`src/rtl/rf_wb_scheduler.sv`:
```
// Write-back scheduler: round-robin arbitration of ALU and long-latency results onto
// the single register-file write port, plus a busy scoreboard for decode hazard stalls.
module rf_wb_scheduler #(
  parameter int MAX_LONG = 4
) (
  input  logic        clk,
  input  logic        rst,
  input  logic        issue_valid,
  input  logic        issue_long,
  input  logic [4:0]  issue_rs1,
  input  logic [4:0]  issue_rs2,
  input  logic [4:0]  issue_rd,
  output logic        issue_stall,
  input  logic        a_valid,
  input  logic [4:0]  a_rd,
  input  logic [31:0] a_data,
  output logic        a_ready,
  input  logic        m_valid,
  input  logic [4:0]  m_rd,
  input  logic [31:0] m_data,
  output logic        m_ready,
  output logic        wr_en,
  output logic [4:0]  wr_rd,
  output logic [31:0] wr_data,
  output logic [31:0] busy,
  output logic [2:0]  long_cnt
);

  localparam logic SRC_A = 1'b0;
  localparam logic SRC_M = 1'b1;
  // Counter is widened internally for large MAX_LONG; the port exposes the low 3 bits.
  localparam int CNT_W = (MAX_LONG > 7) ? 5 : 3;
  localparam logic [CNT_W-1:0] CNT_MAX = CNT_W'(MAX_LONG);

  logic              r_last;
  logic              r_wr_en;
  logic [4:0]        r_wr_rd;
  logic [31:0]       r_wr_data;
  logic              r_wr_src;
  logic [31:1]       r_busy;
  logic [CNT_W-1:0]  r_long_cnt;

  logic              w_a_grant;
  logic              w_m_grant;
  logic              w_xfer;
  logic [4:0]        w_sel_rd;
  logic [31:0]       w_sel_data;
  logic [31:0]       w_busy;
  logic              w_set;
  logic              w_clr;
  logic              w_hazard;

  assign w_busy = {r_busy, 1'b0};

  // Round-robin: a lone requester wins; on a tie the one that did not win last goes.
  always_comb begin
    w_a_grant  = !rst && a_valid && (!m_valid || (r_last == SRC_M));
    w_m_grant  = !rst && m_valid && (!a_valid || (r_last == SRC_A));
    w_xfer     = w_a_grant || w_m_grant;
    w_sel_rd   = w_m_grant ? m_rd : a_rd;
    w_sel_data = w_m_grant ? m_data : a_data;
  end

  always_comb begin
    w_hazard = ((issue_rs1 != 5'd0) && w_busy[issue_rs1]) ||
               ((issue_rs2 != 5'd0) && w_busy[issue_rs2]) ||
               ((issue_rd  != 5'd0) && w_busy[issue_rd])  ||
               (issue_long && (r_long_cnt == CNT_MAX));
    issue_stall = !rst && issue_valid && w_hazard;
  end

  assign w_set = issue_valid && !issue_stall && issue_long && (issue_rd != 5'd0);
  assign w_clr = r_wr_en && (r_wr_src == SRC_M) && w_busy[r_wr_rd];

  always_ff @(posedge clk) begin
    if (rst) begin
      r_last    <= SRC_M;
      r_wr_en   <= 1'b0;
      r_wr_rd   <= 5'd0;
      r_wr_data <= 32'd0;
      r_wr_src  <= SRC_A;
    end else if (w_xfer) begin
      r_last    <= w_m_grant ? SRC_M : SRC_A;
      r_wr_en   <= (w_sel_rd != 5'd0);
      r_wr_rd   <= w_sel_rd;
      r_wr_data <= w_sel_data;
      r_wr_src  <= w_m_grant ? SRC_M : SRC_A;
    end else begin
      r_wr_en   <= 1'b0;
    end
  end

  // Clear lands on the same edge the register file stores the value, so no bypass is needed.
  generate
    for (genvar gi = 1; gi < 32; gi++) begin : g_busy
      always_ff @(posedge clk) begin
        if (rst) begin
          r_busy[gi] <= 1'b0;
        end else if (w_set && (issue_rd == 5'(gi))) begin
          r_busy[gi] <= 1'b1;
        end else if (w_clr && (r_wr_rd == 5'(gi))) begin
          r_busy[gi] <= 1'b0;
        end
      end
    end
  endgenerate

  always_ff @(posedge clk) begin
    if (rst) begin
      r_long_cnt <= '0;
    end else begin
      case ({w_set, w_clr})
        2'b10:   r_long_cnt <= r_long_cnt + 1'b1;
        2'b01:   r_long_cnt <= r_long_cnt - 1'b1;
        default: r_long_cnt <= r_long_cnt;
      endcase
    end
  end

  assign a_ready  = w_a_grant;
  assign m_ready  = w_m_grant;
  assign wr_en    = r_wr_en;
  assign wr_rd    = r_wr_rd;
  assign wr_data  = r_wr_data;
  assign busy     = w_busy;
  assign long_cnt = r_long_cnt[2:0];

endmodule
```
`config.mk`:
```
export PLATFORM = sky130hd
export DESIGN_NAME = rf_wb_scheduler
export DESIGN_NICKNAME = d
export VERILOG_FILES = /design/src/rtl/rf_wb_scheduler.sv
export SDC_FILE = /design/constraint.sdc
export NUM_CORES = 1
export LEC_CHECK = 0
export BUFFER_PORTS_ARGS = -buffer_cell sky130_fd_sc_hd__buf_2
export CAP_MARGIN = 15
export CORE_UTILIZATION = 50
export DETAILED_ROUTE_END_ITERATION = 12
export PLACE_DENSITY = 0.77
export SLEW_MARGIN = 20
export SYNTH_ARGS = -nofsm -noshare
export SYNTH_HDL_FRONTEND = slang
export SYNTH_SLANG_ARGS = --single-unit
```
`constraint.sdc`:
```
create_clock -name clk -period 3.7 [get_ports clk]
set_input_delay 0.37 -clock clk [delete_from_list [all_inputs] [get_ports clk]]
set_output_delay 0.37 -clock clk [all_outputs]
set_load 0.03 [all_outputs]
```
==> run_results.csv, run 1 <==
group,metric,value,unit
cells_and_area,final_common_cell,"buf_2",
cells_and_area,n_antenna_cell,0,
synth,netlist_area,4460,µm²
floorplan,dieArea,9310,µm²
setup_path,cp.required,3960,ps
floorplan,rows,34,
synth,async_reset_ff_share,0,%
placement,port-buffer-count,169,
synth,yosysSeqAreaShare,33.2,%
detailed_routing,ant_nets,0,
clocking,cts-root-buf,"clkbuf_8",
power,pwr_density_cell,338,nW/µm²
timing,maxSlewHeadroom,42.5,%
detailed_routing,drt_iter0_markers,315,
clocking,cts_tree,"yes",
placement,place_congestion,0.913,
floorplan,io_pins,171,
power,vdd_ir_drop_max,0.234,mV
cells_and_area,final_cell_mix,"169 x buf_2, 74 x dfxtp_1, 51 x nand2_1, 51 x mux2i_1, 51 x nor2_1",
power,internal_power,0.00127,W
grt,grt-ovfl-total,0,
cells_and_area,nets,745,
power,power,0.00186,W
clocking,cts.sinks,74,
synth,synth_largest_area_cell,"dfxtp_1",
synth,avgSynthCellArea,8.91,µm²
grt,antenna_found_initial,0,
grt,grt_pass1_wl,21500,µm
cells_and_area,finalNonFillerCells,760,
floorplan,die-height,96.5,µm
timing,skew,6.87,ps
detailed_routing,post_drt_via_cell_ratio,6.13,
floorplan,initial_core_util,51.4,%
timing,rsz0062_at_grt,"false",
synth,yosysUniqueCellTypes,56,
clocking,cts_buffers,9,
cells_and_area,area_growth,23.4,%
placement,dpl-instance-area,5330,µm²
clocking,clockBufferDepth,2,
power,sw_frac_of_total,31.9,%
min_path,worstHoldPathType,"in2reg",
setup_path,slowest_delay,770,ps
setup_path,crit_fanout,14,
detailed_routing,via_count,4659,
power,p_leak,2.36,nW
timing,report.final.slew_viol_count,0,
detailed_routing,drcViolationCount,0,
synth,yosysTopAreaCellShare,33.2,%
timing,hold_viol,0,
power,p_comb_share,22.4,%
clocking,clk_latency,340,ps
synth,synth_edf_count,0,
timing,tightestPinTransition,862,ps
run,drv_cap,0,
timing,setup_slack,583,ps
floorplan,die_w,96.5,µm
grt,grt_usage,30.3,%
synth,ys.flop_type,"dfxtp_1",
timing,period_minus_slack,3120,ps
timing,fmax,321,MHz
synth,synth_cells,501,
power,clkPwrFrac,30.7,%
synth,synth_nets,598,
setup_path,cp-start-kind,"flip-flop",
floorplan,core_area,8680,µm²
grt,grt_pass1_vias,4374,
clocking,cts_setup_buffers,0,
placement,dp_hpwl,10300,µm
synth,synth_area_leaders,"dfxtp_1 33%, mux2i_1 11%, mux4_2 8.1%",
grt,grt_start_max_net_pins,44,
status,outcome,"completed",
synth,yosys_warnings,0,
cells_and_area,nFillCells,797,
clocking,cts_resized,0,
clocking,ctsHoldBuffers,0,
cells_and_area,drive_gt1_share,34.7,%
setup_path,arrival,3380,ps
synth,ys_seq_elements,74,
detailed_routing,wl,14000,µm
power,seq_power_share,46.9,%
clocking,clk_pin_slew,80,ps
setup_path,cpMostUsedCell,"mux4_2",
clocking,ctsHtreeMaxLevel,3,
placement,dpl.cell_count,745,
setup_path,crit_chain,"mux4_2 > mux4_2 > mux2i_1 > nor2_1 > ha_1 > inv_1 > fa_1 > xor2_1 > or3_1 > a21oi_1",
setup_path,cp_slowest_cell,"dfxtp_1",
cells_and_area,fin_area,5510,µm²
detailed_routing,wire_per_inst,18.4,µm
timing,setup-tns-final,0,ps
timing,period_share,84.2,%
timing,setup_violations,0,
placement,place_ws,279,ps
power,p_sw,0.000595,W
detailed_routing,dr.pass1.iters,5,
setup_path,end_kind,"flip-flop",
setup_path,criticalPathCategory,"reg2reg",
## flip-flops by register name (all words and copies together) (netlist names)
| name | count |
|---|---|
| busy | 31 |
| r_wr_src | 1 |
| wr_rd | 5 |
| r_last | 1 |
| wr_en | 1 |
| wr_data | 32 |
| long_cnt | 3 |
## cell families (layout without fill, tap and decap cells)
family / after synthesis / count (layout) / synth area share, %
AO/OA/AOI/OAI: 137 / 137 / 20.8
other: 1 / 1 / 0.0840
flip-flops: 74 / 74 / 33.2
XOR/XNOR: 2 / 2 / 0.393
adder cells (fa/ha/maj): 2 / 2 / 0.729
multiplexers: 78 / 78 / 23.3
buffers and inverters: 51 / 202 / 5.13
AND/OR/NAND/NOR: 156 / 156 / 16.4
## final timing paths
check / startpoint / cells after the start / slack [ps] / endpoint
hold reg to reg: r_last / 2 / 540 / r_last
setup / recovery: wr_rd[0] / 10 / 580 / long_cnt[2]
setup reg to reg: wr_rd[0] / 10 / 580 / long_cnt[2]
hold / removal: m_data[13] / 3 / 230 / wr_data[13]
## per-stage QoR
step | utilization (%) | hold WS [ps]
final | 63.5 | 234
after global routing | 63.5 | 236
after CTS | 63.5 | 214
after detailed placement | 61.4 | 512
after global placement | 61.4 | 484
after floorplan | - | 468
## cells in the mapped netlist (all sizes together), types with 2 or more instances
cell type and number:
o211ai 31, or3 2, and3 5, a221oi 3, mux4 19, or4 2, nor3b 5, nor2b 10
a221o 2, a2111oi 3, nand4 4, a211oi 38, mux2i 51, nand2 51, buf 18, dfxtp 74
inv 7, nor2 51, nand3 6, xor2 2, or2 2, mux2 8, o21ai 40, a21oi 9
nor3 4, nand2b 8, a31oi 3, clkbuf 26
## routing by layer
metal,wire [µm],vias to the layer above,track usage [%]
li1,-,2157,-
met1,5370,2161,37.1
met2,6720,292,50.7
met3,1500,49,6.42
met4,420,0,14.3
met5,0,-,0
## layout make-up
| cell class | instances | area, µm² | share of cell area [%] |
|---|---|---|---|
| Timing Repair Buffer | 180 | 928 | 16.9 |
| Tap cell | 108 | 135 | 2.45 |
| Multi-Input combinational cell | 376 | 2760 | 50.1 |
| Clock inverter | 4 | 26.3 | 0.477 |
| Clock buffer | 11 | 151 | 2.75 |
| Inverter | 7 | 26.3 | 0.477 |
| Sequential cell | 74 | 1480 | 26.9 |
## worst max-delay path: cells and delay by family (launching register included)
kind	cells	cell delay, ps
and+or+nand+nor	2	370
buffers and inverters	1	70
adders and majority gates	2	370
AOI/OAI and AO/OA	1	150
xor gates and xnor gates	1	70
muxes	3	1240
DFF	1	770
## power groups by stage
stage                     logic, W  clock network (W)  registers (W)
after global routing      0.000447           0.000617       0.000880
after floorplan           0.000210                  0       0.000952
after CTS                 0.000414           0.000589       0.000873
after detailed placement  0.000413                  0       0.000890
final                     0.000417           0.000572       0.000873
after global placement    0.000403                  0       0.000889
(Power assumes the default switching activity.)
==> inputs of run 2 (changes only) <==
ABC_AREA = 1   (was default)
CORE_UTILIZATION = 51   (was 50)
clock period = 3.1 ns   (was 3.7 ns; I/O delays follow)
==> run 2 against run 1 <==
  * Register-to-register slack worse by 240 ps
  * Hold slack got worse by 16 ps
  * Highest routed layer unchanged
  * Synthesized cell count is 66% higher
  * Global-route usage grew 3.0 points
  * Count of clock-buffer cells in the layout decreased by 1
  * Synthesized area up 9.8%
  * Largest power group unchanged
==> run_results.csv, run 2 <==
group,metric,value,unit
status,outcome,"completed",
setup_path,cpMostUsedCell,"o21ai_0",
synth,synth_top_family_by_area,"simple AND/OR/NAND/NOR gates",
synth,synthMuxAreaShare,0.204,%
synth,synth_largest_area_cell,"dfxtp_1",
synth,synth_area_leaders,"dfxtp_1 30%, nand2_1 20%, nand3_1 8.0%",
grt,grt_pass1_wl,26300,µm
clocking,clk_latency,350,ps
synth,yosysMostFrequentCell,"nand2_1",
clocking,cts_setup_buffers,0,
timing,report.final.slew_viol_count,0,
grt,grt-ovfl-total,0,
detailed_routing,post_drt_via_cell_ratio,5.52,
clocking,cts_buffers,9,
grt,grt_usage,33.3,%
power,p_leak,2.94,nW
grt,grt_start_max_net_pins,43,
timing,tightestPinTransition,683,ps
synth,synth_adder_area_share,0.664,%
cells_and_area,drive_gt1_share,21.6,%
power,vdd_ir_drop_max,0.285,mV
clocking,cts.sinks,74,
setup_path,path_buf_inv,2,
timing,fmax,362,MHz
synth,synth_xor_area_share,0,%
synth,yosysSeqAreaShare,30.3,%
clocking,clk_pin_slew,80,ps
synth,ys_seq_elements,74,
clocking,cts-root-buf,"clkbuf_8",
detailed_routing,drt_iter0_markers,498,
power,pwr_density_cell,401,nW/µm²
placement,dp_hpwl,12400,µm
power,sw_frac_of_total,34.7,%
timing,setup-tns-final,0,ps
synth,async_reset_ff_share,0,%
synth,yosys_warnings,0,
clocking,ctsHtreeMaxLevel,3,
timing,setup_violations,0,
synth,yosysUniqueCellTypes,31,
clocking,ctsHoldBuffers,0,
cells_and_area,largest_reg_flops,32,
setup_path,cp.required,3340,ps
power,clkPwrFrac,32.8,%
power,internal_power,0.00158,W
detailed_routing,via_count,6162,
floorplan,core_area,9280,µm²
synth,yosys-top-cells-count,"259 x nand2_1, 81 x inv_1, 78 x nand3_1",
timing,period_share,89.0,%
setup_path,slowest_delay,370,ps
timing,rsz0062_at_grt,"false",
cells_and_area,area_growth,23.1,%
run,drv_cap,0,
placement,port-buffer-count,169,
power,p_comb_share,24.4,%
cells_and_area,nFillCells,968,
floorplan,rows,35,
setup_path,critical_path.top_delay_family,"compound AO/OA/AOI/OAI gates",
setup_path,arrival,3000,ps
cells_and_area,regArea,1480,µm²
power,p_sw,0.000837,W
synth,ys.flop_type,"dfxtp_1",
synth,synth_nets,929,
detailed_routing,wire_per_inst,15.1,µm
timing,setup_slack,340,ps
floorplan,dieArea,10000,µm²
floorplan,io_pins,171,
setup_path,crit_fanout,12,
synth,synth-compound-area-share,19.1,%
setup_path,criticalPathCategory,"reg2reg",
cells_and_area,final_util,64.9,%
grt,grt_pass1_vias,5377,
detailed_routing,dr.pass1.iters,5,
synth,synth_edf_count,0,
cells_and_area,nets,1080,
clocking,clockBufferDepth,2,
synth,yosysTopAreaCellShare,30.3,%
floorplan,die_w,100,µm
timing,skew,8.40,ps
setup_path,crit_chain,"inv_2 > nand2_1 > o22ai_1 > o21ai_0 > nand3_1 > nand3b_4 > and3_1 > ha_1 > inv_1 > fa_1 > a21oi_1 > o21ai_0 > o21ai_0 > a21oi_1",
cells_and_area,multi_input_area,2850,µm²
synth,netlist_area,4900,µm²
cells_and_area,n_antenna_cell,0,
setup_path,cp_slowest_cell,"fa_1",
detailed_routing,wl,16900,µm
floorplan,die-height,100,µm
synth,synth_cells,832,
grt,antenna_found_initial,0,
placement,place_ws,356,ps
detailed_routing,ant_nets,0,
placement,place_congestion,1.02,
timing,period_minus_slack,2760,ps
setup_path,cp-start-kind,"flip-flop",
cells_and_area,final_cell_mix,"259 x nand2_1, 169 x buf_2, 81 x inv_1",
detailed_routing,drcViolationCount,0,
clocking,cts_tree,"yes",
setup_path,end_kind,"flip-flop",
clocking,cts_resized,0,
synth,avgSynthCellArea,5.89,µm²
synth,synthSimpleGateAreaFrac,38.2,%
min_path,worstHoldPathType,"in2reg",
floorplan,initial_core_util,52.7,%
timing,hold-worst-slack,218,ps
timing,hold_viol,0,
timing,maxSlewHeadroom,54.4,%
power,seq_power_share,42.8,%
cells_and_area,final_common_cell,"nand2_1",
==> run 2: cell count changes after synthesis, moves of 14 or more <==
cell / previous run / this run
inv_1: 6 / 81
a31oi_1: 3 / 31
nand2_1: 51 / 259
a211oi_1: 38 / 0
mux2i_1: 51 / 1
mux4_2: 16 / 0
nand4_1: 3 / 17
o21ai_0: 30 / 61
a21oi_1: 9 / 45
nor2_1: 51 / 73
o211ai_1: 31 / 12
nand3_1: 6 / 78
==> run 2: power groups by stage <==
stage / logic, W / registers [W] / clock network [W]
after global placement: 0.000580 / 0.00105 / 0
after floorplan: 0.000291 / 0.00115 / 0
final: 0.000590 / 0.00103 / 0.000792
after global routing: 0.000642 / 0.00104 / 0.000840
after detailed placement: 0.000581 / 0.00105 / 0
after CTS: 0.000582 / 0.00103 / 0.000793
==> run 2: routing by layer <==
layer,global-route usage [%],part of all wire [%],routed length (µm),up-vias
met4,17.6,4.6,769,0
met3,6.13,9.9,1670,60
met2,52.8,44,7470,348
met1,43.2,41,6950,2709
li1,-,-,-,3045
met5,0,0,0,-
==> run 2: per-stage QoR <==
| step | power, W | cell area (µm²) | cells |
|---|---|---|---|
| after global routing | 0.00252 | 6030 | 1117 |
| after CTS | 0.00241 | 6030 | 1117 |
| final | 0.00242 | 6030 | 1117 |
| after floorplan | 0.00144 | 4900 | 832 |
| after detailed placement | 0.00164 | 5830 | 1101 |
| after global placement | 0.00163 | 5830 | 1101 |
==> run 2: final cells by class <==
type / count / area share (%)
tap: 129 / 2.68
timing repair buffer: 189 / 16.5
clock inverter: 6 / 1.08
inverter: 89 / 5.54
sequential: 74 / 24.6
multi-input combinational: 620 / 47.3
clock buffer: 10 / 2.28
==> run 2: kinds of logic (layout without fill, tap and decap cells) <==
kind of cell / Yosys count / count (layout)
other: 1 / 1
buffers and inverters: 138 / 294
AND/OR/NAND/NOR: 448 / 448
multiplexers: 1 / 1
adder cells (fa/ha/maj): 2 / 2
AO/OA/AOI/OAI: 168 / 168
flip-flops: 74 / 74
==> run 2: worst paths after layout <==
path                   start          end  slack (ps)  cells after the start
setup / recovery    wr_rd[1]  long_cnt[2]         340                     14
hold / removal     a_data[1]   wr_data[1]         220                      3
setup reg to reg    wr_rd[1]  long_cnt[2]         340                     14
hold reg to reg   wr_data[4]   wr_data[4]         480                      2
==> run 2: worst min-delay path: stages <==
cell     delay [ps]
buf_2            90
nand2_1          50
a31oi_1          70
